File: src/rtl/gauss_pkg.sv
// rtl/gauss_pkg.sv - shared widths and kernel weights for the 3x3 gaussian filter
package gauss_pkg;

   localparam int DATA_W     = 8;
   localparam int SUM_W      = DATA_W + 4;
   localparam int NORM_SHIFT = 4;

   // kernel weights 1/2/4 held as left-shift amounts
   localparam int W_CORNER_SH = 0;
   localparam int W_EDGE_SH   = 1;
   localparam int W_CENTRE_SH = 2;

endpackage

File: src/rtl/gauss_row_sum.sv
// rtl/gauss_row_sum.sv - one kernel row: a + 2b + c
module gauss_row_sum #(
   parameter int DATA_W = gauss_pkg::DATA_W
) (
   input  logic [DATA_W-1:0] a,
   input  logic [DATA_W-1:0] b,
   input  logic [DATA_W-1:0] c,
   output logic [DATA_W+1:0] sum
);

   import gauss_pkg::*;

   assign sum = ({2'b00, a} << W_CORNER_SH)
              + ({2'b00, b} << W_EDGE_SH)
              + ({2'b00, c} << W_CORNER_SH);

endmodule

File: src/rtl/gauss_filter.sv
// rtl/gauss_filter.sv - 3x3 gaussian smoothing, combinational sum, registered result
module gauss_filter #(
   parameter int DATA_W = gauss_pkg::DATA_W
) (
   input  logic              clk_i_g,
   input  logic              rst_i_g,
   input  logic              en_i_g,
   input  logic [DATA_W-1:0] data_i_0,
   input  logic [DATA_W-1:0] data_i_1,
   input  logic [DATA_W-1:0] data_i_2,
   input  logic [DATA_W-1:0] data_i_3,
   input  logic [DATA_W-1:0] data_i_4,
   input  logic [DATA_W-1:0] data_i_5,
   input  logic [DATA_W-1:0] data_i_6,
   input  logic [DATA_W-1:0] data_i_7,
   input  logic [DATA_W-1:0] data_i_8,
   output logic [DATA_W-1:0] data_o,
   output logic              sonuc_done
);

   import gauss_pkg::*;

   localparam int RSUM_W = DATA_W + 2;
   localparam int TSUM_W = DATA_W + 4;

   logic [RSUM_W-1:0]     top_sum;
   logic [RSUM_W-1:0]     mid_sum;
   logic [RSUM_W-1:0]     bot_sum;
   logic [TSUM_W-1:0]     total;
   logic [DATA_W-1:0]     result;
   logic [NORM_SHIFT-1:0] frac_unused;

   gauss_row_sum #(.DATA_W(DATA_W)) u_top (
      .a(data_i_0), .b(data_i_1), .c(data_i_2), .sum(top_sum)
   );
   gauss_row_sum #(.DATA_W(DATA_W)) u_mid (
      .a(data_i_3), .b(data_i_4), .c(data_i_5), .sum(mid_sum)
   );
   gauss_row_sum #(.DATA_W(DATA_W)) u_bot (
      .a(data_i_6), .b(data_i_7), .c(data_i_8), .sum(bot_sum)
   );

   // middle row carries the edge weight again, giving 2/4/2 overall
   assign total = {2'b00, top_sum}
                + ({2'b00, mid_sum} << W_EDGE_SH)
                + {2'b00, bot_sum};

   // divide by 16 with truncation; max 4080 so the upper bits always fit DATA_W
   assign {result, frac_unused} = total;

   always_ff @(posedge clk_i_g) begin
      if (!rst_i_g) begin
         data_o     <= '0;
         sonuc_done <= 1'b0;
      end else if (en_i_g) begin
         data_o     <= result;
         sonuc_done <= 1'b1;
      end else begin
         sonuc_done <= 1'b0;
      end
   end

endmodule

File: config.mk
export PLATFORM = sky130hd
export DESIGN_NAME = gauss_filter
export DESIGN_NICKNAME = d
export VERILOG_FILES = /design/src/rtl/gauss_pkg.sv /design/src/rtl/gauss_row_sum.sv /design/src/rtl/gauss_filter.sv
export SDC_FILE = /design/constraint.sdc
export NUM_CORES = 1
export LEC_CHECK = 0
export ABC_AREA = 0
export BUFFER_PORTS_ARGS = -buffer_cell sky130_fd_sc_hd__clkbuf_2
export CORE_AREA = 2 2 76 78
export CTS_CLUSTER_DIAMETER = 100
export DETAILED_ROUTE_END_ITERATION = 10
export DIE_AREA = 0 0 78 80
export PLACE_DENSITY_LB_ADDON = 0.25
export SLEW_MARGIN = 15
export SYNTH_ARGS = -nofsm -noshare
export SYNTH_HDL_FRONTEND = slang
export SYNTH_HIERARCHICAL = 1
export SYNTH_SLANG_ARGS = --single-unit
File: constraint.sdc
create_clock -name clk_i_g -period 7.5 [get_ports clk_i_g]
set_input_delay 1.125 -clock clk_i_g [delete_from_list [all_inputs] [get_ports clk_i_g]]
set_output_delay 1.125 -clock clk_i_g [all_outputs]
set_load 0.05 [all_outputs]
# --- Word level (Yosys, flattened, before mapping) ---
# Cells that the tools add are included.
totals:
  register_bits: 9
  input_bits: 75
  output_inout_bits: 9
  word_cells: 11
op_classes:
  addsub: 8
  n_mux: 1
op_table:
  columns: ["op", "n"]
  rows:
  - ["$add A10 B8 Y10", 3]
  - ["$add A8 B9 Y10", 3]
  - ["$add A10 B11 Y12", 1]
  - ["$add A12 B10 Y12", 1]
  - ["$mux W1", 1]

# --- Logic depth before layout (Yosys ltp) ---
# Gate-level depths: netlist of the first run.
logic_depth:
  depth_word: 4
  depth_mapped: 14
  depth_no_buf: 13

# --- By module ---
# Netlist of the first run, hierarchy kept.
modules_own_cells:
  columns: ["mod", "instances", "cells_each", "area_per_inst_um2", "seq_area_each_um2"]
  rows:
  - ["gauss_filter", 1, 103, 964.7, 180.2]
  - ["gauss_row_sum at u_mid ...", 2, 47, 467.9, 0.0]
  - ["gauss_row_sum at u_bot", 1, 50, 493.0, 0.0]

# --- Least setup slack after synthesis of the first run ---
# No wires, ideal clock.
synth_path:
  path_kind: "input to register"
  startpoint: "input port data_i_0[1]"
  endpoint: "register data_o[6]"
  setup_time_ns: 0.124
  arrival_ns: 4.625
  required_time_ns: 7.376
  slack_ns: 2.751
  stages: 14
  n_path_buf: 1
  cell_sequence: "fa_1 ha_1 fa_1 a21oi_1 nor2b_1 a31oi_1 xnor2_1 fa_1 ha_1 buf_6 a211o_1 a2111o_1 o32ai_2 nor3_1"
synth_between:
  elab_chain_cells: 4
synth_rtl:
  columns: ["item", "line_no", "rtl"]
  rows:
  - ["from (decl)", "gauss_filter.sv:8", "input logic [DATA_W-1:0] data_i_0,"]
  - ["$add A8 B9 Y10", "gauss_row_sum.sv:14", "+ ({2'b00, b} << W_EDGE_SH)"]
  - ["$add A10 B8 Y10", "gauss_row_sum.sv:15", "+ ({2'b00, c} << W_CORNER_SH);"]
  - ["via top_sum[7]", "gauss_filter.sv:26", "logic [RSUM_W-1:0] top_sum;"]
  - ["$add A10 B11 Y12", "gauss_filter.sv:45", "+ ({2'b00, mid_sum} << W_EDGE_SH)"]
  - ["$add A12 B10 Y12", "gauss_filter.sv:46", "+ {2'b00, bot_sum};"]
  - ["to (signal assigned)", "gauss_filter.sv:56", "data_o <= result;"]
  - ["to (decl)", "gauss_filter.sv:17", "output logic [DATA_W-1:0] data_o,"]
# The timed path passes the listed nets, and every way through them passes these cells.
# A chain may end at the register's enable or synchronous reset.

# --- Worst setup path after layout of the first run ---
# Ends and elaborated chain as after synthesis.

==> run metrics, run 1 <==
status=completed; critical-path cell list=clkbuf_2, fa_1, ha_1, fa_1, a21oi_1, nor2b_1, a31oi_1, xnor2_1, fa_1, ha_1, a211o_1, a2111o_1, o32ai_2, nor3_1; r2r setup slk=6.79 ns; ys flop type=dfxtp_1; initial antenna violation count=0; RSZ-0062 raised after global routing=false; Synth Warn #=6; crit path DAT=4.96 ns; syn_nets=391; chip height=80 um; hold bufs inserted after CTS=0; critical path's largest stage delay=0.49 ns; Final Max Tran Viols=0; VDD IR max=0.1769 mV; Buf/Inv on CP=1; cell family with most CP delay=adder cells; FP Rows=27; cell count after placement=398; Initial Utilization=0.4428; Setup crit end kind=flop; pre-CTS setup slack=2.403 ns; Clock Path Buffers=2; vias=2148; CTS root buf=clkbuf_8; Lkg Pwr=1.361 nW; grt ovf=0; worst skew pair latency=0.23 ns; Sink Count=9; Synth async-reset ratio=0; sequential cell area=180.2 sq um; Least-Margin Pin Slew=0.5738 ns; Worst Skew=0 ns; gr usage total=0.1751; slew margin rel.=0.6175; pin count of the biggest net entering global routing=19; Hold WC Path Type=reg -> reg; Placer Congestion=0.8151; Max Cap Viol=0; WL/cell=12.60 um; Crit Path Class=in -> reg; Inserted Diodes=0; vias in the first global route=2150; crit path max fanout=9; Avg Cell Area, Syn=9.690 sq um; Seq cells post-synth=9; Final Cycle Share=0.6448; area grow syn2layout=22.06%; first drt pass iteration count=4; Synth cell types=49; I/O Buffers=83; DR vias/cell=5.343; Crit path top cell by count=fa_1; worst r2r dst=data_o[6]$_SDFFE_PN0P_; # H-tree levels=1; Worst Setup EP=data_o[6]$_SDFFE_PN0P_; TritonCTS Buffers=3; nets@finish=475; post-detailed-route DRC marker count=0; Multi-input gate area=2123 sq um; Core Area=5405 sq um; Setup TNS Final=0 ns; hpwl dp=4577 um; Hold Crit Depth=2; CTS tree=yes; required time of the critical path=7.62 ns; share of layout cells above drive strength 1=0.3152; Crit path depth=14; startpoint class of the critical path=primary input; setup repair bufs after CTS=0; Post-synth EDFFs=0; worst r2r src=data_o[6]$_SDFFE_PN0P_; FILL cells=526; non-filler cells, final=402; post-cts sizing count=0; Worst R2R Path Depth=3; Tmin final=4.836 ns; startpoint of the worst setup timing path=data_i_0[1]; Cell Area, Synth=2394 sq um; total die area=6240 sq um; final setup fails=0; register area share after synthesis=0.07527; IO Pins=84; DRT iter0 DRCs=69; Worst Slack Setup Final=2.664 ns; Post-Route WL=5066 um; Achievable Freq=0.2068 GHz; slowest cell on the critical path=fa_1; global-route wire length before repair=8935 um; Hold Fails Final Rpt=0; Clock Pin Slew Worst Setup and Hold Paths=0.05 ns; post-route ant nets=0; hold_ws=0.4916 ns; pwr dens=342.9 nW/um^2; Die X=78 um; cells after synthesis=247
cell usage after synthesis (5+ instances only):
cell / n / share of area
inv_1: 17 / 0.027
nor2_1: 6 / 0.0094
nand3_1: 18 / 0.038
o21ai_0: 8 / 0.017
a21oi_1: 17 / 0.036
fa_1: 33 / 0.28
nand4_1: 5 / 0.013
dfxtp_1: 9 / 0.075
ha_1: 36 / 0.19
xnor2_1: 10 / 0.037
nand2_1: 10 / 0.016
final cells by class:
| class | instances | share of cell area |
|---|---|---|
| sequential | 9 | 0.06167 |
| clock buffer | 4 | 0.01542 |
| timing repair buffer | 83 | 0.1422 |
| tap | 72 | 0.03084 |
| inverter | 18 | 0.02313 |
| multi-input combinational | 216 | 0.7268 |
stage by stage:
stage / area, sq um / power (mW) / util
global placement: 2877 / 0.9295 / 0.5322
CTS: 2922 / 1.011 / 0.5405
global route: 2922 / 1.126 / 0.5405
floorplan: 2394 / 0.7823 / -
detailed placement: 2877 / 0.9474 / 0.5322
finish: 2922 / 1.002 / 0.5405
per-layer routing:
| metal | vias up | GRT usage | wire, um |
|---|---|---|---|
| met3 | 2 | 0.03054 | 212 |
| met5 | - | 0 | 0 |
| met2 | 47 | 0.3319 | 2641 |
| met1 | 1010 | 0.2152 | 2200 |
| met4 | 0 | 0.01404 | 12 |
| li1 | 1089 | - | - |
cell families (layout without fill, tap and decap cells):
logic type | count (synthesis) | count (layout) | synth area share
multiplexers | 1 | 1 | 0.004704
AO/OA/AOI/OAI | 76 | 76 | 0.2384
adder cells (fa/ha/maj) | 69 | 69 | 0.4642
AND/OR/NAND/NOR | 56 | 56 | 0.1286
XOR/XNOR | 14 | 14 | 0.05123
flip-flops | 9 | 9 | 0.07527
buffers and inverters | 22 | 105 | 0.03763
layout by cell type (no fill, tap or decap), types with 3 or more instances in the layout:
| master | count |
|---|---|
| a21oi_1 | 17 |
| clkbuf_8 | 3 |
| nand2_1 | 10 |
| nor2b_1 | 4 |
| fa_1 | 33 |
| xnor2_1 | 10 |
| dfxtp_1 | 9 |
| nand3_1 | 18 |
| o21bai_1 | 4 |
| o21ai_1 | 4 |
| a311o_1 | 4 |
| nand2b_1 | 3 |
| nand4_1 | 5 |
| a21oi_2 | 3 |
| xor2_1 | 4 |
| nor2_1 | 6 |
| a31oi_1 | 4 |
| ha_1 | 36 |
| a21o_2 | 3 |
| clkbuf_2 | 83 |
| o21a_1 | 3 |
| inv_1 | 17 |
| o21ai_0 | 8 |
| o211ai_1 | 3 |
worst min-delay path by stage:
| stage | to | slack [ns] | startpoint |
|---|---|---|---|
| 2_1_floorplan | data_o[1]$_SDFFE_PN0P_ | 0.72 | data_o[1]$_SDFFE_PN0P_ |
| 3_3_place_gp | data_o[1]$_SDFFE_PN0P_ | 0.48 | data_o[1]$_SDFFE_PN0P_ |
| 3_5_place_dp | data_o[1]$_SDFFE_PN0P_ | 0.48 | data_o[1]$_SDFFE_PN0P_ |
| 4_1_cts | data_o[1]$_SDFFE_PN0P_ | 0.49 | data_o[1]$_SDFFE_PN0P_ |
| 5_1_grt | data_o[1]$_SDFFE_PN0P_ | 0.52 | data_o[1]$_SDFFE_PN0P_ |
| 6_report | data_o[1]$_SDFFE_PN0P_ | 0.49 | data_o[1]$_SDFFE_PN0P_ |
registers in the layout, summed over array words and instances, names as in the netlist:
signal      count
data_o          8
sonuc_done      1
power by group:
group          total [mW]  leakage, nW  internal [mW]  switching (mW)
logic               0.875         1.26          0.356           0.519
registers          0.0699       0.0744         0.0637         0.00616
clock network      0.0572       0.0228         0.0371          0.0201
worst reg2reg max path: cells and delay by family (launching register included):
family	cells	cell delay [ns]
simple gates	1	0.07
flops	1	0.30
compound gates	2	0.22
Note: power is estimated with default switching activity, not from simulation.
==> run 2, diff against run 1 <==
- ABC_AREA: 0 -> 1
- CORE_AREA: 2 2 76 78 -> 2 2 78 80
- DIE_AREA: 0 0 78 80 -> 0 0 80 82
- clock period: 7.5 -> 5 ns (I/O delays scaled with it)
==> run metrics, run 2 <==
status=completed; largest registers=data_o (8), sonuc_done (1); Final Max Tran Viols=0 (unchanged); max reg flops=8 (unchanged); crit path max fanout=3 (-6); worst skew pair latency=0.23 ns (about the same); leading cell types in the layout, fill and taps excluded=nand2_1 (98), clkbuf_2 (83), inv_1 (51); Max Cap Viol=0 (unchanged); CTS tree=yes; total die area=6560 sq um (+5.1%); post-route ant nets=0 (unchanged); syn_nets=484 (+24%); commonest non-fill, non-tap cell in the layout=nand2_1; Crit Path Class=in -> reg; register area share after synthesis=0.07189 (-0.003382); crit path DAT=4.09 ns (-0.87 ns); Cell Area, Synth=2506 sq um (+4.7%); startpoint class of the critical path=primary input; Simple-Gate Fraction of Synth Area=0.2916 (+0.1630); TritonCTS Buffers=3 (unchanged); post-cts sizing count=0 (unchanged); Inserted Diodes=0 (unchanged); Biggest register=data_o; Synth Area in Adders=0.4433 (-0.02086); Avg Cell Area, Syn=7.371 sq um (-24%); CTS root buf=clkbuf_8; Final Cycle Share=0.7916; Synth async-reset ratio=0 (unchanged); ys flop type=dfxtp_1; Yosys top cell by area=fa_1; Placer Congestion=0.8086 (-0.80%); Synth top cells by count=nand2_1 (98), inv_1 (51), ha_1 (36); critical path's largest stage delay=0.49 ns (about the same); hpwl dp=4704 um (+2.8%); Compound-Gate Fraction of Synth Area=0.07489 (-0.1635); Post-Route WL=5080 um (+0.28%); cell family with most CP delay=adder cells; Seq cells post-synth=9 (unchanged); # H-tree levels=1 (unchanged); grt ovf=0 (unchanged); Lkg Pwr=1.770 nW (+30%); Initial Utilization=0.4362 (-0.006631); setup repair bufs after CTS=0 (unchanged); global-route wire length before repair=8707 um (-2.6%); Hold WC Path Type=reg -> reg; Setup crit end kind=flop; Clock Pin Slew Worst Setup and Hold Paths=0.05 ns (about the same); Post-synth EDFFs=0 (unchanged); gr usage total=0.1622 (-0.01286); main area contributors after synthesis=fa_1 (26%), ha_1 (18%), nand2_1 (15%), inv_1 (7.6%), dfxtp_1 (7.2%); Synth top area share=0.2636 (-0.01240); FILL cells=594 (+13%); WL/cell=10.14 um (-20%); RSZ-0062 raised after global routing=false; Least-Margin Pin Slew=0.2917 ns (-0.2821 ns); Synth cell types=27 (-45%); vias=2337 (+8.8%); hold_ws=0.5115 ns (+0.01985 ns); hold bufs inserted after CTS=0 (unchanged); Sink Count=9 (unchanged); slew margin rel.=0.8055 (+0.1880); required time of the critical path=5.13 ns (-2.49 ns); Multi-input gate area=2126 sq um (+0.12%); sequential cell area=180.2 sq um (unchanged); nets@finish=571 (+20%); largest family of logic cells by synthesized area=adder cells; Achievable Freq=0.2527 GHz; Hold Fails Final Rpt=0 (unchanged); DRT iter0 DRCs=71 (+2.9%); pwr dens=518.6 nW/um^2 (+51%); mux contribution to synthesized area=0 (-0.004705); VDD IR max=0.2737 mV (+55%); Post-Synth XOR/XNOR Area=0.03844 (-0.01279); Core Area=5746 sq um (+6.3%); cells after synthesis=340 (+38%); DR vias/cell=4.665 (-13%); slowest cell on the critical path=fa_1; FP Rows=28 (+3.7%); count leader, synth=nand2_1; critical-path cell list=clkbuf_2, fa_1, ha_1, fa_1, nand2_1, nand2_1, nand3b_1, nand2_1, nand2_1, nand2_1, fa_1, ha_1, inv_1, o21bai_1, a21oi_1, nand3_1, nand2_1, nand3_1, nand2_1, inv_1; IO Pins=84 (unchanged); final setup fails=0 (unchanged); area grow syn2layout=21.92%; vias in the first global route=2165 (+0.70%); Die X=80 um (+2.6%); Tmin final=3.958 ns; pin count of the biggest net entering global routing=17 (-2); Crit path top cell by count=nand2_1; Synth Warn #=6 (unchanged); initial antenna violation count=0 (unchanged); I/O Buffers=83 (unchanged); Worst Skew=0 ns (unchanged); Setup TNS Final=0 ns (unchanged); Buf/Inv on CP=3 (+2); first drt pass iteration count=4 (unchanged); chip height=82 um (+2.5%); post-detailed-route DRC marker count=0 (unchanged); Clock Path Buffers=2 (unchanged); share of layout cells above drive strength 1=0.2441 (-0.07102)
==> run 2: per-layer routing <==
layer,wire [um],track usage
met5,0,0
met4,40,0.03051
met3,199,0.01319
met2,2527,0.3008
met1,2312,0.2073
==> run 2: kinds of logic (layout without fill, tap and decap cells) <==
group	Yosys count	count (layout)
AOI/OAI and AO/OA	33	33
xor gates and xnor gates	11	11
adders and majority gates	69	69
buffers and inverters	53	139
DFF	9	9
and+or+nand+nor	165	165
==> run 2: layout make-up <==
class	instances	share of cell area
flip-flops and latches	9	0.05897
well taps	75	0.03071
multi-input cells	278	0.6957
inverters	52	0.06388
clock buffers	4	0.01474
repair buffers	83	0.1360
==> run 2: final timing paths <==
path              depth (start not counted)  slack (ns)                     end                    from
setup / recovery                         20        1.04  data_o[6]$_SDFFE_PN0P_             data_i_0[1]
hold / removal                            2        0.51  data_o[4]$_SDFFE_PN0P_  data_o[4]$_SDFFE_PN0P_
setup reg to reg                          2        4.31  data_o[7]$_SDFFE_PN0P_  data_o[7]$_SDFFE_PN0P_
hold reg to reg                           2        0.51  data_o[4]$_SDFFE_PN0P_  data_o[4]$_SDFFE_PN0P_
==> run 2: worst register-to-register path: cells and delay by family, from the launching register on <==
kind            cells  cell delay [ns]
compound gates      2             0.25
flops               1             0.30
==> run 2: report_power, final <==
part           switching [mW]  total, mW  internal [mW]
Sequential             0.0124      0.111         0.0984
Clock                  0.0278     0.0833         0.0555
Combinational           0.868       1.39          0.522
Total                   0.909       1.58          0.676
==> run 2: stage by stage <==
step	worst slack (ns)	area, sq um	total power [mW]	util	cells
after floorplan	1.269	2506	1.217	-	340
after global placement	0.8384	3010	1.486	0.5240	497
after detailed placement	0.8194	3010	1.499	0.5240	497
after CTS	1.044	3055	1.592	0.5318	501
after global routing	0.7770	3055	1.791	0.5318	501
final	1.042	3055	1.584	0.5318	501
==> run 3, diff against run 2 <==
- ABC_AREA: 1 -> 0
- CORE_AREA: 2 2 78 80 -> 2 2 76 78
- DIE_AREA: 0 0 80 82 -> 0 0 78 80
- clock period: 5 -> 4.15 ns (I/O delays scaled with it)
==> run metrics, run 3 (synthesis results as in run 1) <==
pre-CTS setup slack=-0.2212 ns (-1.041 ns); Worst R2R Path Depth=3 (+1); slowest cell on the critical path=fa_1; Placer Congestion=0.8224 (+1.7%); DRT iter0 DRCs=108 (+52%); Clk pwr share=0.050 (-0.003); initial antenna violation count=0 (unchanged); DR vias/cell=5.231 (+12%); crit path DAT=4.15 ns (+0.06 ns); Worst Slack Setup Final=0.1134 ns (-0.9286 ns); Int Pwr=1.003 mW (+48%); FILL cells=501 (-16%); hpwl dp=4700 um (about the same); Tmin final=4.037 ns; Biggest register=data_o; post-route ant nets=0 (unchanged); Final Cycle Share=0.9727; nets@finish=498 (-13%); worst skew pair latency=0.23 ns (about the same); crit path max fanout=3 (unchanged); WL/cell=12.36 um (+22%); vias in the first global route=2236 (+3.3%); global-route wire length before repair=9349 um (+7.4%); sequential share of power=0.062 (-0.008); post-detailed-route DRC marker count=0 (unchanged); VDD IR max=0.3814 mV (+39%); status=completed; Core Area=5405 sq um (-5.9%); share of layout cells above drive strength 1=0.3824 (+0.1383); required time of the critical path=4.27 ns (-0.86 ns); Crit path depth=14 (-30%); cell family with most CP delay=adder cells; grt ovf=0 (unchanged); # H-tree levels=1 (unchanged); max reg flops=8 (unchanged); startpoint class of the critical path=primary input; Switching Share=0.5080 (-0.06550); Worst Skew=0 ns (unchanged); CTS tree=yes; Least-Margin Pin Slew=0.3336 ns (+0.04183 ns); chip height=80 um (-2.4%); part of the power in combinational logic=0.888 (+0.010); IO Pins=84 (unchanged); Hold Crit Depth=2 (unchanged); final setup fails=0 (unchanged); slew margin rel.=0.7776 (-0.02789); RSZ-0062 raised after global routing=true; I/O Buffers=83 (unchanged); largest registers=data_o (8), sonuc_done (1); vias=2223 (-4.9%); gr usage total=0.1806 (+0.01837); Initial Utilization=0.4428 (+0.006631); Crit path top cell by count=fa_1; pin count of the biggest net entering global routing=19 (+2); Setup crit end kind=flop; FP Rows=27 (-3.6%); sw power=1.035 mW (+14%); Clock Path Buffers=2 (unchanged); Hold WC Path Type=reg -> reg; Sink Count=9 (unchanged); first drt pass iteration count=4 (unchanged); total die area=6240 sq um (-4.9%); Crit Path Class=in -> reg; pwr dens=650.5 nW/um^2 (+25%); area grow syn2layout=30.89%; Final Max Tran Viols=0 (unchanged); critical-path cell list=clkbuf_2, fa_1, ha_2, fa_2, a21oi_1, nor2b_1, a31oi_2, xnor2_2, fa_1, ha_1, a211o_1, a2111o_1, o32ai_2, nor3_1; Buf/Inv on CP=1 (-2); Achievable Freq=0.2477 GHz; CTS root buf=clkbuf_8; Max Cap Viol=0 (unchanged); Post-Route WL=5252 um (+3.4%); Hold Fails Final Rpt=0 (unchanged); critical path's largest stage delay=0.48 ns (about the same); Die X=78 um (-2.5%); TritonCTS Buffers=3 (unchanged); Lkg Pwr=1.484 nW (-16%); Clock Pin Slew Worst Setup and Hold Paths=0.05 ns (about the same); leading cell types in the layout, fill and taps excluded=clkbuf_2 (83), ha_1 (34), fa_1 (32); Inserted Diodes=0 (unchanged); commonest non-fill, non-tap cell in the layout=clkbuf_2; hold_ws=0.4842 ns (-0.02726 ns)
## run 3: cell types whose count changed in the layout (fill, tap and decap cells not counted), sizes merged, moves of 6 or more
cell / delta
nor2: -22
nand2: -94
xnor2: +6
buf: +23
inv: -35
## run 3: path summary, 6_finish.rpt
kind	startpoint	to	slack, ns
worst min register to register	data_o[1]$_SDFFE_PN0P_	data_o[1]$_SDFFE_PN0P_	0.48
worst max-delay path	data_i_0[1]	data_o[6]$_SDFFE_PN0P_	0.11
worst max register to register	data_o[6]$_SDFFE_PN0P_	data_o[6]$_SDFFE_PN0P_	3.44
worst min-delay path	data_o[1]$_SDFFE_PN0P_	data_o[1]$_SDFFE_PN0P_	0.48
## run 3: layout make-up
type / count / area (sq um) / area share
flip-flops and latches: 9 / 180.2 / 0.05751
repair buffers: 106 / 588.1 / 0.1877
well taps: 72 / 90.09 / 0.02875
multi-input cells: 216 / 2162 / 0.6901
clock buffers: 4 / 45.04 / 0.01438
inverters: 18 / 67.56 / 0.02157
## run 3: power by group through the flow
stage                     Sequential [mW]  Combinational [mW]  Clock [mW]
after floorplan                     0.207                1.21           0
after global routing                0.129                2.05       0.110
after detailed placement            0.128                1.79           0
after CTS                           0.126                1.80       0.105
after global placement              0.128                1.76           0
final                               0.126                1.81       0.102
## run 3: per-layer routing
metal,global-route usage,vias up,part of all wire
met5,0,-,0
met4,0.01404,0,0.0023
met3,0.02828,2,0.050
met2,0.3336,54,0.50
met1,0.2312,1035,0.45
li1,-,1132,-
## run 3: stage by stage
stage / cells / setup TNS [ns] / utilization / area, sq um / total power [mW]
3_3_place_gp: 419 / -0.1426 / 0.5623 / 3039 / 1.889
4_1_cts: 423 / 0 / 0.5706 / 3084 / 2.030
6_report: 425 / 0 / 0.5796 / 3133 / 2.038
5_1_grt: 425 / -0.02633 / 0.5796 / 3133 / 2.290
2_1_floorplan: 247 / 0 / - / 2399 / 1.415
3_5_place_dp: 419 / -0.3212 / 0.5623 / 3039 / 1.915
## run 3: timing repair
item,CTS,global route
setup endpoints to repair,0,3
hold buffers,0,0
buffers inserted,0,2
gates resized for setup,0,6
## run 3: tightest hold or removal path, cell delays in order, from the launching register on
cell and delay, ns:
dfxtp_1 0.31, nand3_1 0.07, o31ai_1 0.06
